===== src/rtl/uart_alu_interface_if.sv =====
// Bus between the UART/ALU command sequencer and its environment: receiver bytes,
// ALU operand/result lines and the transmitter start/done handshake.
interface uart_alu_interface_if #(
    parameter int NB_DATA = 8,
    parameter int NB_OP   = 6
);
    logic [NB_DATA-1:0] i_rx_data;
    logic               i_rx_valid;
    logic [NB_DATA-1:0] i_alu_result;
    logic               i_tx_done;
    logic [NB_DATA-1:0] o_alu_a;
    logic [NB_DATA-1:0] o_alu_b;
    logic [NB_OP-1:0]   o_alu_op;
    logic [NB_DATA-1:0] o_tx_data;
    logic               o_tx_start;
    logic               o_overrun;
    logic               o_timeout;

    // Sequencer side
    modport master (
        input  i_rx_data, i_rx_valid, i_alu_result, i_tx_done,
        output o_alu_a, o_alu_b, o_alu_op, o_tx_data, o_tx_start, o_overrun, o_timeout
    );

    // Receiver / ALU / transmitter side
    modport slave (
        output i_rx_data, i_rx_valid, i_alu_result, i_tx_done,
        input  o_alu_a, o_alu_b, o_alu_op, o_tx_data, o_tx_start, o_overrun, o_timeout
    );
endinterface


===== src/rtl/uart_alu_interface.sv =====
// Collects operand A, operand B and opcode bytes from the UART receiver, feeds the ALU and
// hands its result to the transmitter. Optional inter-byte timeout: UART_ALU_IF_TIMEOUT_EN.
module uart_alu_interface #(
    parameter int NB_DATA        = 8,
    parameter int NB_OP          = 6,
    parameter int TIMEOUT_CYCLES = 1000000
) (
    input  logic                 i_clock,
    input  logic                 i_reset,
    uart_alu_interface_if.master bus
);
    localparam logic [5:0] ST_WAIT_A   = 6'b000001;
    localparam logic [5:0] ST_WAIT_B   = 6'b000010;
    localparam logic [5:0] ST_WAIT_OP  = 6'b000100;
    localparam logic [5:0] ST_EXEC     = 6'b001000;
    localparam logic [5:0] ST_TX_START = 6'b010000;
    localparam logic [5:0] ST_TX_WAIT  = 6'b100000;

    logic [5:0]         state_q,    state_d;
    logic [NB_DATA-1:0] alu_a_q,    alu_a_d;
    logic [NB_DATA-1:0] alu_b_q,    alu_b_d;
    logic [NB_OP-1:0]   alu_op_q,   alu_op_d;
    logic [NB_DATA-1:0] tx_data_q,  tx_data_d;
    logic               tx_start_q, tx_start_d;
    logic               overrun_q,  overrun_d;
    logic               busy_s;
    logic               expire_s;

    assign busy_s = (state_q == ST_EXEC) || (state_q == ST_TX_START) || (state_q == ST_TX_WAIT);

`ifdef UART_ALU_IF_TIMEOUT_EN
    localparam int NB_CNT = (TIMEOUT_CYCLES > 2) ? $clog2(TIMEOUT_CYCLES) : 1;
    localparam logic [NB_CNT-1:0] CNT_LAST = NB_CNT'(TIMEOUT_CYCLES - 1);

    logic [NB_CNT-1:0] cnt_q, cnt_d;
    logic              timeout_q, timeout_d;
    logic              in_wait_s;

    assign in_wait_s = (state_q == ST_WAIT_B) || (state_q == ST_WAIT_OP);
    // A byte on the terminal count wins over the timeout
    assign expire_s  = in_wait_s && !bus.i_rx_valid && (cnt_q == CNT_LAST);
    assign timeout_d = expire_s;

    // Inter-byte counter: runs only while waiting for B or the opcode, otherwise held at zero
    always_comb begin
        if (in_wait_s && !bus.i_rx_valid && !expire_s) begin
            cnt_d = cnt_q + NB_CNT'(1);
        end else begin
            cnt_d = {NB_CNT{1'b0}};
        end
    end

    // Counter and timeout pulse registers
    always_ff @(posedge i_clock) begin
        if (i_reset) begin
            cnt_q     <= {NB_CNT{1'b0}};
            timeout_q <= 1'b0;
        end else begin
            cnt_q     <= cnt_d;
            timeout_q <= timeout_d;
        end
    end

    assign bus.o_timeout = timeout_q;
`else
    logic unused_timeout_s;

    assign unused_timeout_s = (TIMEOUT_CYCLES == 32'sd0);
    assign expire_s         = 1'b0;
    assign bus.o_timeout    = 1'b0;
`endif

    // Next-state and datapath capture; any non-one-hot state falls back to WAIT_A
    always_comb begin
        state_d    = state_q;
        alu_a_d    = alu_a_q;
        alu_b_d    = alu_b_q;
        alu_op_d   = alu_op_q;
        tx_data_d  = tx_data_q;
        tx_start_d = 1'b0;
        overrun_d  = overrun_q | (busy_s & bus.i_rx_valid);
        case (state_q)
            ST_WAIT_A: begin
                if (bus.i_rx_valid) begin
                    alu_a_d = bus.i_rx_data;
                    state_d = ST_WAIT_B;
                end else begin
                    state_d = ST_WAIT_A;
                end
            end
            ST_WAIT_B: begin
                if (bus.i_rx_valid) begin
                    alu_b_d = bus.i_rx_data;
                    state_d = ST_WAIT_OP;
                end else if (expire_s) begin
                    state_d = ST_WAIT_A;
                end else begin
                    state_d = ST_WAIT_B;
                end
            end
            ST_WAIT_OP: begin
                if (bus.i_rx_valid) begin
                    alu_op_d = bus.i_rx_data[NB_OP-1:0];
                    state_d  = ST_EXEC;
                end else if (expire_s) begin
                    state_d = ST_WAIT_A;
                end else begin
                    state_d = ST_WAIT_OP;
                end
            end
            ST_EXEC: begin
                // Start is registered here so it is high exactly during TX_START
                tx_data_d  = bus.i_alu_result;
                tx_start_d = 1'b1;
                state_d    = ST_TX_START;
            end
            ST_TX_START: begin
                state_d = ST_TX_WAIT;
            end
            ST_TX_WAIT: begin
                if (bus.i_tx_done) begin
                    state_d = ST_WAIT_A;
                end else begin
                    state_d = ST_TX_WAIT;
                end
            end
            default: begin
                state_d = ST_WAIT_A;
            end
        endcase
    end

    // State and output registers
    always_ff @(posedge i_clock) begin
        if (i_reset) begin
            state_q    <= ST_WAIT_A;
            alu_a_q    <= {NB_DATA{1'b0}};
            alu_b_q    <= {NB_DATA{1'b0}};
            alu_op_q   <= {NB_OP{1'b0}};
            tx_data_q  <= {NB_DATA{1'b0}};
            tx_start_q <= 1'b0;
            overrun_q  <= 1'b0;
        end else begin
            state_q    <= state_d;
            alu_a_q    <= alu_a_d;
            alu_b_q    <= alu_b_d;
            alu_op_q   <= alu_op_d;
            tx_data_q  <= tx_data_d;
            tx_start_q <= tx_start_d;
            overrun_q  <= overrun_d;
        end
    end

    assign bus.o_alu_a    = alu_a_q;
    assign bus.o_alu_b    = alu_b_q;
    assign bus.o_alu_op   = alu_op_q;
    assign bus.o_tx_data  = tx_data_q;
    assign bus.o_tx_start = tx_start_q;
    assign bus.o_overrun  = overrun_q;
endmodule

===== src/flat_wrapper.sv =====
// flat-port wrapper written by rule: the top's interface ports become plain ports
module uart_alu_interface_flat 
#(
    parameter int NB_DATA        = 8,
    parameter int NB_OP          = 6,
    parameter int TIMEOUT_CYCLES = 1000000
)
  (i_clock, i_reset, bus_i_rx_data, bus_i_rx_valid, bus_i_alu_result, bus_i_tx_done, bus_o_alu_a, bus_o_alu_b, bus_o_alu_op, bus_o_tx_data, bus_o_tx_start, bus_o_overrun, bus_o_timeout);
  uart_alu_interface_if #(.NB_DATA(NB_DATA), .NB_OP(NB_OP)) bus_i ();
  input  logic i_clock;
  input  logic i_reset;
  input wire logic [$bits(bus_i.i_rx_data)-1:0] bus_i_rx_data;
  input wire logic [$bits(bus_i.i_rx_valid)-1:0] bus_i_rx_valid;
  input wire logic [$bits(bus_i.i_alu_result)-1:0] bus_i_alu_result;
  input wire logic [$bits(bus_i.i_tx_done)-1:0] bus_i_tx_done;
  output wire logic [$bits(bus_i.o_alu_a)-1:0] bus_o_alu_a;
  output wire logic [$bits(bus_i.o_alu_b)-1:0] bus_o_alu_b;
  output wire logic [$bits(bus_i.o_alu_op)-1:0] bus_o_alu_op;
  output wire logic [$bits(bus_i.o_tx_data)-1:0] bus_o_tx_data;
  output wire logic [$bits(bus_i.o_tx_start)-1:0] bus_o_tx_start;
  output wire logic [$bits(bus_i.o_overrun)-1:0] bus_o_overrun;
  output wire logic [$bits(bus_i.o_timeout)-1:0] bus_o_timeout;
  assign bus_i.i_rx_data = bus_i_rx_data;
  assign bus_i.i_rx_valid = bus_i_rx_valid;
  assign bus_i.i_alu_result = bus_i_alu_result;
  assign bus_i.i_tx_done = bus_i_tx_done;
  assign bus_o_alu_a = bus_i.o_alu_a;
  assign bus_o_alu_b = bus_i.o_alu_b;
  assign bus_o_alu_op = bus_i.o_alu_op;
  assign bus_o_tx_data = bus_i.o_tx_data;
  assign bus_o_tx_start = bus_i.o_tx_start;
  assign bus_o_overrun = bus_i.o_overrun;
  assign bus_o_timeout = bus_i.o_timeout;
  uart_alu_interface #(.NB_DATA(NB_DATA), .NB_OP(NB_OP), .TIMEOUT_CYCLES(TIMEOUT_CYCLES)) u_core (.i_clock(i_clock), .i_reset(i_reset), .bus(bus_i));
endmodule

===== config.mk =====
export PLATFORM = sky130hd
export DESIGN_NAME = uart_alu_interface_flat
export DESIGN_NICKNAME = d
export VERILOG_FILES = /design/src/rtl/uart_alu_interface_if.sv /design/src/rtl/uart_alu_interface.sv /design/src/flat_wrapper.sv
export SDC_FILE = /design/constraint.sdc
export NUM_CORES = 1
export LEC_CHECK = 0
export BUFFER_PORTS_ARGS = -buffer_cell sky130_fd_sc_hd__clkbuf_2
export CAP_MARGIN = 20
export CORE_MARGIN = 3
export CORE_UTILIZATION = 50
export CTS_BUF_LIST = sky130_fd_sc_hd__clkbuf_16
export DETAILED_ROUTE_END_ITERATION = 12
export PLACE_DENSITY = 0.83
export SLEW_MARGIN = 20
export SYNTH_ARGS = -nofsm -noshare
export SYNTH_HDL_FRONTEND = slang
export SYNTH_SLANG_ARGS = --single-unit

===== constraint.sdc =====
create_clock -name i_clock -period 2.8 [get_ports i_clock]
set_input_delay 0.56 -clock i_clock [delete_from_list [all_inputs] [get_ports i_clock]]
set_output_delay 0.56 -clock i_clock [all_outputs]
set_load 0.02 [all_outputs]

# [Word-level counts from Yosys, hierarchy flattened]
# Index checks and enable logic that the tools add are counted.
[totals] inputBits=20 regBits=38 elab_cells=26 out_inout_bits=33
[op_classes] bitwise=2 reduce_logical=5 eq_ne=6 mux=6
[ops] operator="6-bit case mux with 6 select lines" n=1
[ops] operator="6-bit by 1-bit equality test with 1-bit output (second input constant)" n=1
[ops] operator="6-bit by 2-bit equality test with 1-bit output (second input constant)" n=1
[ops] operator="6-bit by 3-bit equality test with 1-bit output (second input constant)" n=1
[ops] operator="6-bit by 4-bit equality test with 1-bit output (second input constant)" n=1
[ops] operator="6-bit by 5-bit equality test with 1-bit output (second input constant)" n=1
[ops] operator="6-bit equality test (second input constant)" n=1
[ops] operator="6-bit 2-to-1 mux" n=1
[ops] operator="2-bit AND reduction" n=3
[ops] operator="4-bit 2-to-1 mux" n=1
[ops] operator="3-bit 2-to-1 mux" n=1
[ops] operator="1-bit logical OR" n=2
[ops] operator="2-bit 2-to-1 mux" n=1
[ops] operator="1-bit bitwise AND" n=1
[ops] operator="1-bit 2-to-1 mux" n=1
[ops] operator="1-bit bitwise OR" n=1

# [Logic depth before layout (Yosys ltp)]
# Gate-level depths: netlist (run 1).
[logic_depth] ltp_word=5 depth_mapped=6 depth_no_buf=4

# [Worst setup path after synthesis (run 1)]
# No wires, ideal clock.
[synth_timing] path_kind="input to register" start="input port bus_i_rx_valid" end="register u_core.alu_a_q[0], in the netlist u_core.bus.o_alu_a[0]" arrival_ns=1.497 n_path_buf=0 setup_ns=0.128 slack_ns=1.175 required_ns=2.672 cell_stages=4 cell_sequence="nor2b_1 -> nand4_1 -> mux2i_1 -> nor2_1"
[synth_via] elab_chain_len=1
[synth_rtl] item="start, declared" line="flat_wrapper.sv:13" rtl="input wire logic [$bits(bus_i.i_rx_valid)-1:0] bus_i_rx_valid;"
[synth_rtl] item="2-bit AND reduction (no source line)"
[synth_rtl] item="end signal, assigned" line="uart_alu_interface.sv:137" rtl="alu_a_q <= {NB_DATA{1'b0}};"
[synth_rtl] item="end signal, assigned" line="uart_alu_interface.sv:145" rtl="alu_a_q <= alu_a_d;"
[synth_rtl] item="end, declared" line="uart_alu_interface.sv:20" rtl="logic [NB_DATA-1:0] alu_a_q, alu_a_d;"
# No other way between the ends.
# A chain may end at the register's enable or synchronous reset.

# [Worst setup path in the final report (run 1)]
[layout_timing] start="register u_core.state_q[4]" end="register u_core.alu_b_q[6], in the netlist u_core.bus.o_alu_b[6]"
[layout_via] elab_chain_len=2
[layout_rtl] item="start, declared" line="uart_alu_interface.sv:19" rtl="logic [5:0] state_q, state_d;"
[layout_rtl] item="start signal, assigned" line="uart_alu_interface.sv:144" rtl="state_q <= state_d;"
[layout_rtl] item="6-bit by 2-bit equality test with 1-bit output" line="uart_alu_interface.sv:82" rtl="case (state_q)"
[layout_rtl] item="2-bit AND reduction (no source line)"
[layout_rtl] item="end signal, assigned" line="uart_alu_interface.sv:138" rtl="alu_b_q <= {NB_DATA{1'b0}};"
[layout_rtl] item="end signal, assigned" line="uart_alu_interface.sv:146" rtl="alu_b_q <= alu_b_d;"
[layout_rtl] item="end, declared" line="uart_alu_interface.sv:21" rtl="logic [NB_DATA-1:0] alu_b_q, alu_b_d;"
# No other way between the ends.

==> results of run 1 <==
-- sequential cells by signal (all words and copies together), names as in the netlist --
register,flops
u_core.bus.o_alu_a,8
u_core.bus.o_tx_start,1
u_core.bus.o_overrun,1
u_core.bus.o_alu_op,6
u_core.bus.o_alu_b,8
u_core.bus.o_tx_data,8
u_core.state_q,6
-- worst reg2reg max path, stage by stage (launching register included) --
cell and delay (ns):
dfxtp_1 0.40, or3_4 0.40, or3_1 0.61, mux2i_1 0.25, nor2_1 0.06
-- stage by stage --
step | area (µm²) | std cells | setup slack, ns | util [%]
after floorplan | 1510 | 154 | 1.18 | -
after global placement | 1730 | 224 | 0.878 | 61.2
after detailed placement | 1730 | 224 | 0.728 | 61.2
after CTS | 1870 | 232 | 0.917 | 66.0
after global routing | 1870 | 232 | 0.837 | 66.0
final | 1870 | 232 | 0.931 | 66.0
-- worst paths after layout --
kind / startpoint / end / slack, ns / cells past startpoint
setup / recovery: u_core.state_q[4] / u_core.bus.o_alu_b[6] / 0.93 / 4
hold / removal: u_core.bus.o_overrun / u_core.bus.o_overrun / 0.45 / 2
setup reg to reg: u_core.state_q[4] / u_core.bus.o_alu_b[6] / 0.93 / 4
hold reg to reg: u_core.bus.o_overrun / u_core.bus.o_overrun / 0.45 / 2
-- Yosys cell counts, types with 2 or more instances --
master and n:
nor2_1 40, dfxtp_1 38, mux2i_1 31, clkbuf_1 7, a21oi_1 5, buf_6 3
nand4_1 3, nand2_1 2, nand4b_1 2, nor4_1 2, nor4b_1 2, o21ai_0 2
-- report_power, final --
| group | internal (mW) | total [mW] | switching [mW] | leakage [nW] |
|---|---|---|---|---|
| logic | 0.0435 | 0.105 | 0.0616 | 0.642 |
| clock network | 0.320 | 0.517 | 0.198 | 0.0663 |
| registers | 0.555 | 0.569 | 0.0137 | 0.308 |
-- area by class of cell --
class                           instances  area [µm²]  area share [%]
Clock buffer                            5         125            6.70
Clock inverter                          3        11.3           0.603
Inverter                                1        3.75           0.201
Multi-Input combinational cell        103         673            36.0
Sequential cell                        38         761            40.7
Tap cell                               31        38.8            2.08
Timing Repair Buffer                   51         255            13.7
-- routing by layer --
layer,GRT usage (%),part of all wire [%],vias to the layer above
met5,0,0,-
li1,-,-,610
met2,34.4,51,42
met1,22.6,41,600
met4,9.29,1.9,0
met3,7.87,6.8,6
-- logic make-up after synthesis --
| logic type | share of synthesized area (%) |
|---|---|
| AND/OR/NAND/NOR | 18.6 |
| flip-flops | 50.4 |
| multiplexers | 20.5 |
| buffers and inverters | 5.05 |
| AO/OA/AOI/OAI | 3.98 |
| XOR/XNOR | 1.16 |
| other | 0.248 |
==> impl_results.md, run 1 <==
- Worst Setup End Kind: flip-flop
- # rows: 19
- Yosys reg bits: 38
- Req. time, crit path: approximately 2.9 ns
- Synthesized netlist cell count: about 150
- Die Y: 61.0 µm
- Outcome: complete, no violations
- Synth warn: 0
- Post-detail-place hpwl: 2.40 mm
- Highest clock rate: ~540 MHz
- First-pass GRT wire length: approximately 5.3 mm
- Fin. Hold Viols: 0
- Worst VDD drop: 0.000533 V
- CTS clk-pin slew, worst paths: 0.05 ns
- Vias in the first global route: ~1200
- Hold_buf cts: 0
- Asr flop ratio synth: 0%
- Cell family with most CP delay: simple AND/OR/NAND/NOR gates
- Slew Limit Headroom: 51.3%
- Yosys cell types: 29
- Clock latency on the worst-skew pair: roughly 0.28 ns
- Vias per cell: around 5.4
- CTS tree: done
- Clock root buffer: clkbuf_16
- Top-area cell type share of the netlist area: between 50% and 60%
- PortBufs: 51
- Final net count: 220
- Sink Count: 38
- Total Neg Setup Slack: 0 ns
- Tcrit/Tclk final: approximately two thirds
- CP Class: flip-flop to flip-flop
- Cts repair resizes: 0
- Critical Path AT: 2.00 ns
- Ranking of synthesized cells by area: dfxtp_1, mux2i_1, nor2_1, buf_6, clkbuf_1
- Largest net degree at the start of global routing: 39
- Number of synthesized flops with an enable pin: 0
- Crit path max fanout: 10
- Syn Area/Cell: between 9 and 10 µm²
- Register area share after synthesis: around half
- Min Tclk post-route: about 1.9 ns
- Power Density: 638 nW/µm²
- Buf/Inv on CP: 0
- Synth area leader: dfxtp_1
- Core area: 2830 µm²
- Mapped cell area: 1510 µm²
- Post-Route WL: around 3.4 mm
- Area of the die: around 3700 µm²
- Most frequent cells in the layout: clkbuf_2, nor2_1, dfxtp_1
- Critical path's slowest cell: or3_1
- RSZ-0062 raised after global routing: no
- Die width: between 60 and 70 µm
- Maxcap violations: 0
- Violation count after the first detailed-route iteration: between 100 and 150
- Layout cells sized above 1: between 20% and 30%
- GRT Total Usage: between 20% and 30%
- Top FF cell, synth: dfxtp_1
- Startpoint types: flip-flop
- Fill cells: approximately 230
- Initial antenna violation count: 0
- # Post-CTS Setup Buffers: 0
- Max Root-Sink Buffers: 2
- Final Total Pwr: approximately 1.2 mW
- Syn_nets: roughly 170
- Hold Worst Slack: 0.446 ns
- RePlAce Congestion: 0.816
- Final number of setup-violating endpoints: 0
- Leak: roughly 1.0 nW
- DRC: 0
- Worst-margin pin slew: ~0.73 ns
- Vias post-DR: approximately 1300
- Initial Util: between 50% and 60%
- Fin. max-slew vios: 0
- Max incr delay on CP: about 0.6 ns
- Total CTS buffers: 5
- Hold crit path type: flip-flop to flip-flop
- Wire per inst: approximately 15 µm
- CP Cell Sequence: or3_4, or3_1, mux2i_1, nor2_1
- Area Growth Syn to Fin: 23.7%
- Remaining antenna violation count: 0
- Antenna cells: 0
- DRT Pass-1 Iters: 5
- H-tree Lvls: 2
- Commonest non-fill, non-tap cell in the layout: clkbuf_2
- GRT overflow: 0
- Final setup skew: 0.00376 ns
- # IOs: 53
No activity file was read; power rests on OpenSTA's default activity.
==> run 2, diff against run 1 <==
Settings changed: CORE_UTILIZATION 50 to 44, PLACE_DENSITY 0.83 to 0.78.
Clock period 2.8 ns to 1.6 ns, I/O delays scaled along.
==> impl_results.md, run 2 (synthesized netlist as in run 1, its figures left out) <==
- Outcome: complete, no violations
- Vias in the first global route: 1181 (+0.85%)
- Highest clock rate: 689 MHz (+29%)
- First-pass GRT wire length: 5.31 mm (unchanged)
- Die Y: 64.6 µm (+5.9%)
- Met1 wire length: 1.48 mm (+7.9%)
- # rows: 20 (+1)
- Final setup skew: 0.00256 ns (-0.00120 ns)
- Non-filler cells, final: 256 (+10%)
- Hold crit path type: input pin to flip-flop
- DRC: 0 (unchanged)
- Tcrit/Tclk final: 90.7% (+24 points)
- RR Endpoint: u_core.bus.o_alu_b[5]
- Clock Power Share: 47.5% (+4.1 points)
- Initial antenna violation count: 0 (unchanged)
- Violation count after the first detailed-route iteration: 75 (-29%)
- Remaining antenna violation count: 0 (unchanged)
- Req. time, crit path: 1.76 ns (-1.18 ns)
- GRT overflow: 0 (unchanged)
- Total Neg Setup Slack: 0 ns (unchanged)
- Placed insts: 248 (+11%)
- Clock root buffer: clkbuf_16
- Cell family with most CP delay: simple AND/OR/NAND/NOR gates
- RSZ-0062 raised after global routing: no
- Area Growth Syn to Fin: 32.3%
- CP Class: flip-flop to flip-flop
- Hold Worst Slack: 0.272 ns (-0.173 ns)
- Worst reg2reg startpoint: u_core.state_q[5]
- Fin. max-slew vios: 0 (unchanged)
- Final number of setup-violating endpoints: 0 (unchanged)
- Buf/Inv on CP: 0 (unchanged)
- H-tree Lvls: 2 (unchanged)
- Core area: 3150 µm² (+11%)
- Int Pwr: 1.78 mW (+94%)
- FF-to-FF setup slack: 0.15 ns (-0.78 ns)
- Sink Count: 38 (unchanged)
- Die width: 64.6 µm (+5.9%)
- Largest net degree at the start of global routing: 19 (-51%)
- WHS Endpoint: u_core.bus.o_tx_data[0]
- Post-place instance area: 1830 µm² (+5.7%)
- Final Instance Area: 2000 µm² (+7.0%)
- R2R depth: 4 (unchanged)
- # IOs: 53 (unchanged)
- Sequential Power Share: 43.6% (-4.2 points)
- Met2 wire len: 1.42 mm (-17%)
- Dpl ws: -0.00172 ns (-0.730 ns)
- Commonest non-fill, non-tap cell in the layout: clkbuf_2
- RePlAce Congestion: 0.882 (+8.0%)
- Max Root-Sink Buffers: 2 (unchanged)
- Critical Path AT: 1.62 ns (-0.38 ns)
- Switching Share: 21.3% (-1.6 points)
- Area of the die: 4170 µm² (+12%)
- Final worst setup slack: 0.149 ns (-0.782 ns)
- Startpoint types: flip-flop
- Maxcap violations: 0 (unchanged)
- Min Tclk post-route: 1.45 ns (-0.418 ns)
- GRT Total Usage: 16.4% (-4.0 points)
- Register area: 761 µm² (unchanged)
- Comb power frac: 9.0% (+0.2 points)
- Fill cells: 276 (+21%)
- Post-Route WL: 3.16 mm (-6.4%)
- Worst VDD drop: 0.000686 V (+29%)
- Layout cells sized above 1: 33.0% (+4.7 points)
- Final net count: 231 (+5.0%)
- CTS tree: done
- Post-detail-place hpwl: 2.34 mm (-2.6%)
- Vias per cell: 4.80 (-11%)
- Area of the multi-input gates: 678 µm² (+0.74%)
- Vias post-DR: 1230 (-2.2%)
- Wire per inst: 12.4 µm (-15%)
- Clock latency on the worst-skew pair: 0.28 ns (about the same)
- PortBufs: 51 (unchanged)
- Met3 routed WL: 199 µm (-14%)
- Crit path max fanout: 8 (-2)
- Sw Pwr: 0.483 mW (+77%)
- CTS clk-pin slew, worst paths: 0.05 ns (about the same)
- Initial Util: 47.9% (-5.5 points)
- Max incr delay on CP: 0.42 ns (-0.19 ns)
- Most frequent cells in the layout: clkbuf_2, nor2_1, dfxtp_1
- Top sig layer: met4
- Hold path start: bus_i_alu_result[0]
- Leak: 1.09 nW (+7.5%)
- Total CTS buffers: 5 (unchanged)
- # Post-CTS Setup Buffers: 0 (unchanged)
- Critical path's slowest cell: or3_4
- CP Cell Sequence: or3_4, or3_4, mux2i_1, nor2_1
- Fin. Hold Viols: 0 (unchanged)
- Antenna cells: 0 (unchanged)
- Cell mode on critical path: or3_4
- DRT Pass-1 Iters: 4 (-1)
- Power Density: 1130 nW/µm² (+78%)
- Worst hold stages: 3 (+1)
- Worst Setup End Kind: flip-flop
==> run 2: cell count changes in the layout (fill, tap and decap cells not counted) <==
cell / before / now
or3_4: 1 / 2
clkinv_1: 3 / 0
inv_1: 1 / 3
buf_4: 0 / 11
bufinv_16: 0 / 1
or3_1: 1 / 0
==> run 2: layout make-up <==
class | count | area share, %
Clock buffer | 5 | 6.26
Clock inverter | 3 | 1.88
Inverter | 1 | 0.188
Multi-Input combinational cell | 103 | 33.9
Sequential cell | 38 | 38.1
Tap cell | 44 | 2.76
Timing Repair Buffer | 62 | 16.9
==> run 2: metal layers <==
metal	vias up	global-route usage [%]
li1	637	-
met1	555	20.8
met2	32	25.1
met3	6	5.20
met4	0	7.65
met5	-	0
==> run 2: how the worst max path moves through the flow <==
stage,from,to,slack [ns],depth (start not counted)
after floorplan,u_core.state_q[3],u_core.bus.o_alu_b[0],0.05,6
after global placement,u_core.state_q[5],u_core.bus.o_alu_b[5],0.04,4
after detailed placement,u_core.state_q[5],u_core.bus.o_alu_b[5],-0.002,4
after CTS,u_core.state_q[5],u_core.bus.o_alu_b[5],0.14,4
after global routing,u_core.state_q[5],u_core.bus.o_alu_op[1],0.03,6
final,u_core.state_q[5],u_core.bus.o_alu_b[5],0.15,4
==> run 2: per-stage QoR <==
step / power, mW / util [%]
floorplan: 1.13 / -
global placement: 1.21 / 58.1
detailed placement: 1.21 / 58.1
CTS: 2.29 / 63.4
global route: 2.36 / 63.4
finish: 2.26 / 63.4
==> run 2: power by group through the flow <==
stage	clock network, mW	registers [mW]	logic, mW
after detailed placement	0	1.01	0.204
final	1.07	0.986	0.203
after CTS	1.10	0.986	0.205
after global routing	1.15	0.988	0.224
after floorplan	0	1.03	0.107
after global placement	0	1.01	0.201
==> run 2: timing repair <==
action / CTS / global route
setup endpoints to repair: 3 / 0
hold buffers: 0 / 0
resized for setup: 1 / 0
==> run 2: worst reg2reg max path: stages (launching register included) <==
cell and delay [ns]:
dfxtp_1 0.30, or3_4 0.38, or3_4 0.42, mux2i_1 0.18, nor2_1 0.06
==> run 3, diff against run 2 <==
Settings changed: REMOVE_ABC_BUFFERS set to 1.
==> impl_results.md, run 3 (synthesized netlist as in run 1, its figures left out) <==
- Commonest non-fill, non-tap cell in the layout: clkbuf_2
- Worst Setup End Kind: flip-flop
- CTS tree: done
- Fill cells: 299 (+8.3%)
- Min Tclk post-route: 1.54 ns (+0.0875 ns)
- Initial Util: 47.9% (unchanged)
- Fin. max-slew vios: 0 (unchanged)
- R2R depth: 4 (unchanged)
- H-tree Lvls: 2 (unchanged)
- First-pass GRT wire length: 5.46 mm (+2.8%)
- Tcrit/Tclk final: 96.1% (+5.5 points)
- Vias post-DR: 1304 (+6.0%)
- PortBufs: 51 (unchanged)
- Maxcap violations: 0 (unchanged)
- Final number of setup-violating endpoints: 0 (unchanged)
- Die width: 64.6 µm (unchanged)
- Hold crit path type: input pin to flip-flop
- Post-detail-place hpwl: 2.41 mm (+3.1%)
- Largest net degree at the start of global routing: 22 (+3)
- Clock latency on the worst-skew pair: 0.27 ns (about the same)
- Vias per cell: 5.09 (+6.0%)
- Final setup skew: 0.00418 ns (+0.00163 ns)
- CP Class: flip-flop to flip-flop
- Sink Count: 38 (unchanged)
- Outcome: complete, no violations
- Max Root-Sink Buffers: 2 (unchanged)
- Die Y: 64.6 µm (unchanged)
- Wire per inst: 13.3 µm (+7.5%)
- GRT overflow: 0 (unchanged)
- Antenna cells: 0 (unchanged)
- Critical Path AT: 1.70 ns (+0.08 ns)
- Most frequent cells in the layout: clkbuf_2, nor2_1, dfxtp_1
- DRC: 0 (unchanged)
- Crit path capture: u_core.bus.o_alu_b[1]
- Highest clock rate: 650 MHz (-5.7%)
- Register area: 761 µm² (unchanged)
- Fin. Hold Viols: 0 (unchanged)
- Final Instance Area: 2000 µm² (+0.19%)
- Worst VDD drop: 0.000737 V (+7.4%)
- GRT Total Usage: 16.7% (+0.35 points)
- Clock root buffer: clkbuf_16
- # IOs: 53 (unchanged)
- Initial antenna violation count: 0 (unchanged)
- RSZ-0062 raised after global routing: no
- FF-to-FF setup slack: 0.06 ns (-0.09 ns)
- Leak: 1.09 nW (-0.54%)
- Final net count: 232 (+0.43%)
- Req. time, crit path: 1.76 ns (about the same)
- Startpoint types: flip-flop
- Total CTS buffers: 5 (unchanged)
- Remaining antenna violation count: 0 (unchanged)
- Violation count after the first detailed-route iteration: 50 (-33%)
- Worst setup path start: u_core.state_q[5]
- Area Growth Syn to Fin: 32.6%
- Core area: 3150 µm² (unchanged)
- RR Endpoint: u_core.bus.o_alu_b[1]
- Final Core Density: 63.5% (+0.12 points)
- Post-place instance area: 1840 µm² (+0.41%)
- Area of the multi-input gates: 678 µm² (unchanged)
- Crit path max fanout: 8 (unchanged)
- Worst reg2reg startpoint: u_core.state_q[5]
- Area of the die: 4170 µm² (unchanged)
- DRT Pass-1 Iters: 4 (unchanged)
- Layout cells sized above 1: 33.5% (+0.47 points)
- Post-Route WL: 3.40 mm (+7.5%)
- Power Density: 1130 nW/µm² (-0.26%)
- # rows: 20 (unchanged)
- Vias in the first global route: 1222 (+3.5%)
- RePlAce Congestion: 0.790 (-10%)
- CTS clk-pin slew, worst paths: 0.05 ns (about the same)
run 3: changes by cell type in the layout (fill, tap and decap cells not counted), sizes merged:
cell,before,now
inv,3,1
buf,11,12
clkinv,0,1
run 3: worst max-delay path: stages (launching register included):
cell and delay, ns:
dfxtp_1 0.32, or3_4 0.39, or3_4 0.48, mux2i_1 0.19, nor2_1 0.05
run 3: area by class of cell:
type                    count  share of cell area (%)
clock buffers               5                    6.25
clock inverters             2                    1.69
inverters                   1                   0.188
multi-input cells         103                    33.9
flip-flops and latches     38                    38.0
well taps                  44                    2.75
repair buffers             63                    17.2
run 3: through the flow:
step / instances / setup slack (ns) / hold WS, ns / TNS, ns / power [mW]
after floorplan: 142 / -0.0300 / 0.389 / -0.240 / 1.12
after global placement: 249 / -0.0216 / 0.437 / -0.142 / 1.21
after detailed placement: 249 / -0.0746 / 0.442 / -0.502 / 1.21
after CTS: 256 / 0.0703 / 0.276 / 0 / 2.27
after global routing: 256 / 0.00538 / 0.291 / 0 / 2.33
final: 256 / 0.0616 / 0.274 / 0 / 2.26
run 3: how the worst min path moves through the flow:
| stage | startpoint | to | slack [ns] | cells past startpoint |
|---|---|---|---|---|
| floorplan | i_reset | u_core.bus.o_overrun | 0.39 | 1 |
| finish | bus_i_alu_result[6] | u_core.bus.o_tx_data[6] | 0.27 | 3 |
| global route | bus_i_alu_result[3] | u_core.bus.o_tx_data[3] | 0.29 | 3 |
| CTS | bus_i_alu_result[5] | u_core.bus.o_tx_data[5] | 0.28 | 3 |
| global placement | u_core.bus.o_overrun | u_core.bus.o_overrun | 0.44 | 2 |
| detailed placement | u_core.bus.o_overrun | u_core.bus.o_overrun | 0.44 | 2 |
run 3: layer usage:
metal	GRT usage, %	share of wire [%]	vias to the layer above
met5	0	0	-
met4	6.33	1.2	0
met3	4.16	6.6	7
met2	28.0	49	49
met1	20.7	43	609
li1	-	-	639
run 3: repair_timing:
item,4_1_cts,5_1_grt
hold buffers,0,0
endpoints found under the setup margin,8,0
buffers inserted,0,0
endpoints found under the hold margin,0,0
resized for setup,1,0
run 3: report_power, final:
group / switching, mW / internal [mW] / total, mW
Clock: 0.351 / 0.720 / 1.07
Sequential: 0.0156 / 0.971 / 0.987
Combinational: 0.117 / 0.0880 / 0.205
